File: src/rtl/ifetch_queue.sv
// Instruction fetch queue: in-order buffer of {pc, instr} pairs between fetch and decode.
// Optional same-cycle empty-queue bypass is compiled in only when IFQ_BYPASS_EN is defined.
module ifetch_queue #(
    parameter int DEPTH = 4
) (
    input  logic        clk,
    input  logic        reset,
    input  logic        in_valid,
    input  logic [31:0] in_pc,
    input  logic [31:0] in_instr,
    output logic        in_ready,
    output logic        out_valid,
    input  logic        out_ready,
    output logic [31:0] out_pc,
    output logic [31:0] out_instr,
    input  logic        flush,
    output logic [3:0]  count
);
    localparam int         PTR_W   = $clog2(DEPTH);
    localparam logic [3:0] DEPTH_C = 4'(DEPTH);

    logic [31:0] pc_mem    [DEPTH];
    logic [31:0] instr_mem [DEPTH];

    logic [PTR_W-1:0] rd_ptr_q, rd_ptr_d;
    logic [PTR_W-1:0] wr_ptr_q, wr_ptr_d;
    logic [3:0]       count_q, count_d;

    logic stored_valid;
    logic bypass_hit;
    logic push;
    logic pop;
    logic store_en;
    logic pop_mem;

    assign stored_valid = (count_q != 4'd0);

`ifdef IFQ_BYPASS_EN
    assign bypass_hit = (count_q == 4'd0) && in_valid && !flush && !reset;
`else
    assign bypass_hit = 1'b0;
`endif

    assign in_ready  = (count_q != DEPTH_C);
    assign out_valid = !reset && (stored_valid || bypass_hit);
    assign count     = count_q;

    always_comb begin
        out_pc    = 32'h0000_0000;
        out_instr = 32'h0000_0000;
        if (!reset && stored_valid) begin
            out_pc    = pc_mem[rd_ptr_q];
            out_instr = instr_mem[rd_ptr_q];
        end
`ifdef IFQ_BYPASS_EN
        else if (bypass_hit) begin
            out_pc    = in_pc;
            out_instr = in_instr;
        end
`endif
    end

    assign push     = in_valid && in_ready;
    assign pop      = out_valid && out_ready;
    // A bypassed entry consumed in the same cycle never touches storage.
    assign store_en = push && !(bypass_hit && out_ready);
    assign pop_mem  = pop && stored_valid;

    always_comb begin
        rd_ptr_d = rd_ptr_q;
        wr_ptr_d = wr_ptr_q;
        count_d  = count_q;
        if (flush) begin
            rd_ptr_d = '0;
            wr_ptr_d = '0;
            count_d  = 4'd0;
        end else begin
            if (store_en) wr_ptr_d = wr_ptr_q + 1'b1;
            if (pop_mem)  rd_ptr_d = rd_ptr_q + 1'b1;
            count_d = count_q + {3'b000, store_en} - {3'b000, pop_mem};
        end
    end

    always_ff @(posedge clk) begin
        if (reset) begin
            rd_ptr_q <= '0;
            wr_ptr_q <= '0;
            count_q  <= 4'd0;
        end else begin
            rd_ptr_q <= rd_ptr_d;
            wr_ptr_q <= wr_ptr_d;
            count_q  <= count_d;
        end
    end

    // Storage is never cleared; the output mux hides stale contents.
    always_ff @(posedge clk) begin
        if (store_en && !flush && !reset) begin
            pc_mem[wr_ptr_q]    <= in_pc;
            instr_mem[wr_ptr_q] <= in_instr;
        end
    end
endmodule

File: config.mk
export PLATFORM = sky130hd
export DESIGN_NAME = ifetch_queue
export DESIGN_NICKNAME = d
export VERILOG_FILES = /design/src/rtl/ifetch_queue.sv
export SDC_FILE = /design/constraint.sdc
export NUM_CORES = 1
export LEC_CHECK = 0
export ABC_AREA = 1
export CORE_MARGIN = 4
export CORE_UTILIZATION = 55
export CTS_BUF_LIST = sky130_fd_sc_hd__clkbuf_16
export DETAILED_ROUTE_END_ITERATION = 10
export GPL_ROUTABILITY_DRIVEN = 0
export PLACE_DENSITY = 0.92
export REMOVE_ABC_BUFFERS = 1
export SLEW_MARGIN = 15
export SYNTH_ARGS = -nofsm -noshare
export SYNTH_HDL_FRONTEND = slang
export SYNTH_SLANG_ARGS = --single-unit
File: constraint.sdc
create_clock -name clk -period 5.24 [get_ports clk]
set_input_delay 0.786 -clock clk [delete_from_list [all_inputs] [get_ports clk]]
set_output_delay 0.786 -clock clk [all_outputs]
set_load 0.05 [all_outputs]
-- Word-level counts from Yosys, hierarchy flattened
Memory sizes are Yosys's and may differ from the RTL's. A register that Yosys moved wholly into a read port is not among the register bits.
Cells that the tools add are included.
- register bits: 8
- RAM bits: 256
- bits of input ports: 69
- output and inout port bits: 70
- logic and storage cells: 28
- memories kept: 2
- memories (memory ; words ; width ; rd ports ; clocked after memory_dff ; wr ports ; RTL line ; source):
    instr_mem ; 4 ; 32 ; 1 ; 1 ; 1 ; 23 ; logic [31:0] instr_mem [DEPTH];
    pc_mem ; 4 ; 32 ; 1 ; 1 ; 1 ; 22 ; logic [31:0] pc_mem [DEPTH];
- add/sub/neg operators: 4
- eq/ne operators: 1
- multiplexer cells: 8
- reductions and logical operators: 10
- operators with widths (cell ; number):
    32-bit two-way mux ; 2
    2-bit two-way mux ; 4
    1-bit logical AND ; 6
    2-bit by 1-bit adder with 2-bit output (second input constant) ; 2
    4-bit by 1-bit adder with 4-bit output ; 1
    4-bit by 3-bit != test with 1-bit output (second input constant) ; 1
    4-bit nonzero test ; 1
    4-bit by 1-bit subtractor with 4-bit output ; 1
    1-bit zero test ; 2
    1-bit two-way mux ; 2
    2-bit OR reduction ; 1

-- Logic depth before layout (Yosys ltp)
- depth after elaboration: 6
- gate-level depth with buffers: 12
- mapped depth without buffers: 12

-- Worst setup path after synthesis
OpenSTA, ideal clock, no wires.
- path kind: reg2reg
- start point: register count_q[3] (netlist: count[3])
- end point: memory instr_mem[0][0] (enable)
- library setup time: 486 ps
- data arrival time: 4355 ps
- data required time: 4754 ps
- slack: 399 ps
- stages on the path, launching flop included: 8
- path buffers: 0
- clock period less this slack: 4841 ps
- cell sequence: dfxtp_1 -> inv_1 -> ha_1 -> nand2_1 -> nand2_1 -> inv_1 -> nand2_1 -> nor2_1
- cells in the longest elaborated chain, start to end: 6
- RTL lines (element ; RTL line ; source):
    start, declared ; 27 ; logic [3:0] count_q, count_d;
    start signal, assigned ; 92 ; count_q <= count_d;
    4-bit by 3-bit != test with 1-bit output ; 44 ; assign in_ready = (count_q != DEPTH_C);
    net in_ready ; 11 ; output logic in_ready,
    1-bit logical AND ; 63 ; assign push = in_valid && in_ready;
    1-bit logical AND (2 in series) ; 98 ; if (store_en && !flush && !reset) begin
    1-bit two-way mux ; 98 ;
    1-bit two-way mux (not written as such) ; 100 ; instr_mem[wr_ptr_q] <= in_instr;
    end, declared ; 23 ;
The timed path passes the listed nets, and every way through them passes these cells.

==> metrics.md <==
| Metric | Value |
|---|---|
| Status | complete, no violations |
| Finished Core Util | 68.84% |
| Vias | 6,735 |
| Comb pwr share | 7.6% |
| Post-Synth XOR/XNOR Area | 0.08336% |
| Slowest stage cell, crit path | dfxtp_4 |
| Die span in x | 146.2 µm |
| Most frequent cell after synthesis | nor2_1 |
| Vias/cell | 5.543 |
| Buf+Inv Stages, Crit Path | 3 |
| H-tree levels | 1 |
| Wire length per cell | 18.05 µm |
| Post-synthesis sequential area ratio | 75.07% |
| Largest family of logic cells by synthesized area | simple AND/OR/NAND/NOR gates |
| Post-cts hold buffer count | 0 |
| VDD IR max | 0.0002730 V |
| Critical Path Fanout Max | 100 |
| CTS Sinks | 266 |
| Total die area | 21,380 µm² |
| Post-synth top area cell | edfxtp_1 |
| Sum Neg Setup Slack | 0 ps |
| Post-Synth Simple-Gate Area | 10.38% |
| Overall power consumption | 4.582 mW |
| Top-area cell type share of the netlist area | 73.17% |
| Initial antenna violation count | 0 |
| CTS buffer count | 26 |
| Clock Latency Late Sink | 510 ps |
| Max-Cap Viols | 0 |
| Synth area leaders | edfxtp_1, nor2_1, o21ai_0 |
| Critical path startpoint category | flip-flop |
| Post-Synth Adder-Cell Area | 1.381% |
| Area growth, synth to finish | 22.97% |
| Post-synthesis mux area share | 0% |
| CP Cell Sequence | clkinv_2, buf_12, o21ai_0, a21oi_1, clkdlybuf4s50_1 |
| Vias in the first global route | 6,775 |
| CTS tree | yes |
| Clock-pin slew on the worst setup and hold paths | 70 ps |
| Largest net degree at the start of global routing | 101 |
| Switch share | 21.19% |
| Drt first pass iters | 5 |
| Clk root buf | clkbuf_16 |
| Die Y | 146.2 µm |
| Post-synth top cells | nor2_1, edfxtp_1, o21ai_0, a21oi_1, inv_1 |
| Clock share of power | 40.7% |
| Share of layout cells above drive strength 1 | 6.116% |
| CP arrival | 3530 ps |
| First-pass GRT wire length | 34.32 mm |
| Static leakage | 4.381 nW |
| Power density over cell area | 354.6 nW/µm² |
| Max Slew Vio Count | 0 |
| CP peak stage delay | 780 ps |
| Switching pwr | 970.8 µW |
| Compound-cell area share of the yosys netlist | 9.384% |
| DRT iter0 DRCs | 457 |
| CTS max path bufs | 3 |
| Crit path time final | 4313 ps |
| Post-CTS setup buffers | 0 |
| Setup Skew | 8.166 ps |
| Avg Cell Area, Syn | 12.60 µm² |
| # port buffers | 138 |
| Cell Area, Synth | 10,510 µm² |
| Synth unique cells | 19 |
| RSZ-0062 raised after global routing | false |
| FILL cells | 1,260 |
| Post-synth EDFFs | 256 |
| Worst slew pin tran | 1069 ps |
| Asr flop ratio synth | 0% |
| Sequential Power Share | 51.7% |
| Initial Utilization | 55.98% |
| Area of the core | 18,770 µm² |
| Yosys reg bits | 266 |
| Top delay family on crit path | buffers and inverters |
| Final ANT Viol Nets | 0 |
| CP Capture Type | output port |
| Num rows | 50 |
| CP required | 4450 ps |
| Final #Nets | 1,042 |
| Ports | 139 |
| Mapped Cells | 834 |
| Setup violators final | 0 |
| Antenna diodes | 0 |
| Yosys warning count | 0 |
| Final WL | 21.93 mm |
| Final critical-path share of the clock period | 82.32% |
| Critical path type | flip-flop to output port |
| Relative slew margins | 28.51% |
| Gr usage total | 19.89% |
| Peak Freq | 231.8 MHz |
| Gr ovfl total | 0 |
| Post_cts resized | 0 |
| Class of the worst hold path | flip-flop to flip-flop |
| Hold Violations, Final | 0 |
| Detailed Place HPWL | 12.80 mm |
| Int Pwr | 3.611 mW |
| Main synth FF type | edfxtp_1 |
| DRC errors left | 0 |
per-stage QoR:
| step | cells | setup slack, ps | hold slack [ps] | instance area (µm²) |
|---|---|---|---|---|
| after floorplan | 786 | 48.41 | 470.5 | 10200 |
| after global placement | 1168 | 1109 | 486.7 | 12040 |
| after detailed placement | 1168 | 986.0 | 521.7 | 12040 |
| after CTS | 1215 | 924.0 | 530.7 | 12920 |
| after global routing | 1215 | 684.9 | 552.2 | 12920 |
| final | 1215 | 926.6 | 526.8 | 12920 |
area by class of cell:
| cell class | instances | area [µm²] | share of cell area, % |
|---|---|---|---|
| repair buffers | 148 | 1506 | 11.66 |
| clock inverters | 20 | 205.2 | 1.588 |
| inverters | 22 | 83.83 | 0.6488 |
| well taps | 234 | 292.8 | 2.266 |
| clock buffers | 27 | 675.6 | 5.230 |
| multi-input cells | 498 | 2263 | 17.52 |
| flip-flops and latches | 266 | 7893 | 61.09 |
power groups by stage:
stage          logic, mW  registers, mW  clock network, mW
6_report           0.350           2.37               1.86
5_1_grt            0.373           2.37               2.00
4_1_cts            0.352           2.37               1.89
3_5_place_dp       0.350           2.41                  0
3_3_place_gp       0.340           2.41                  0
2_1_floorplan      0.176           2.42                  0
worst reg2reg max path: cells and delay by family, from the launching register on:
family,cells,cell delay (ps)
simple gates,4,1270
buf+inv,3,630
flops,1,330
fa+ha+maj,1,180
final timing paths:
kind / start / endpoint / slack [ps] / cells past startpoint
min reg2reg: wr_ptr_q[1] / wr_ptr_q[1] / 530 / 2
max: flip-flop / out_instr[12] / 930 / 5
max reg2reg: count[3] / instr_mem[3][23] / 2490 / 8
min: wr_ptr_q[1] / wr_ptr_q[1] / 530 / 2
placed cells by master (no fill, tap or decap), drive strengths merged, types with 3 or more instances in the layout:
cell | Yosys | routed
inv | 22 | 22
dfxtp | 10 | 10
o21ai | 130 | 130
clkinv | 0 | 14
buf | 34 | 10
edfxtp | 256 | 256
bufinv | 0 | 4
nand3 | 3 | 3
a21oi | 67 | 67
clkbuf | 14 | 27
ha | 10 | 10
clkdlybuf4s50 | 0 | 138
nor2 | 273 | 273
nand2 | 12 | 12
cells by family after synthesis:
group,Yosys count
buffers and inverters,70
adders and majority gates,11
and+or+nand+nor,289
AOI/OAI and AO/OA,197
xor gates and xnor gates,1
DFF,266
routing by layer:
metal	global-route usage, %	wire length (µm)	vias to the layer above
li1	-	-	3187
met5	0	0	-
met2	34.68	11240	262
met1	25.61	8828	3256
met4	4.986	285	0
met3	4.314	1574	30
flip-flops by register name (all words and copies together), names as in the netlist, named ones only:
signal,cells
instr_mem,128
pc_mem,128
count,4
rd_ptr_q,2
wr_ptr_q,2
Note: power is estimated with default switching activity, not from simulation.
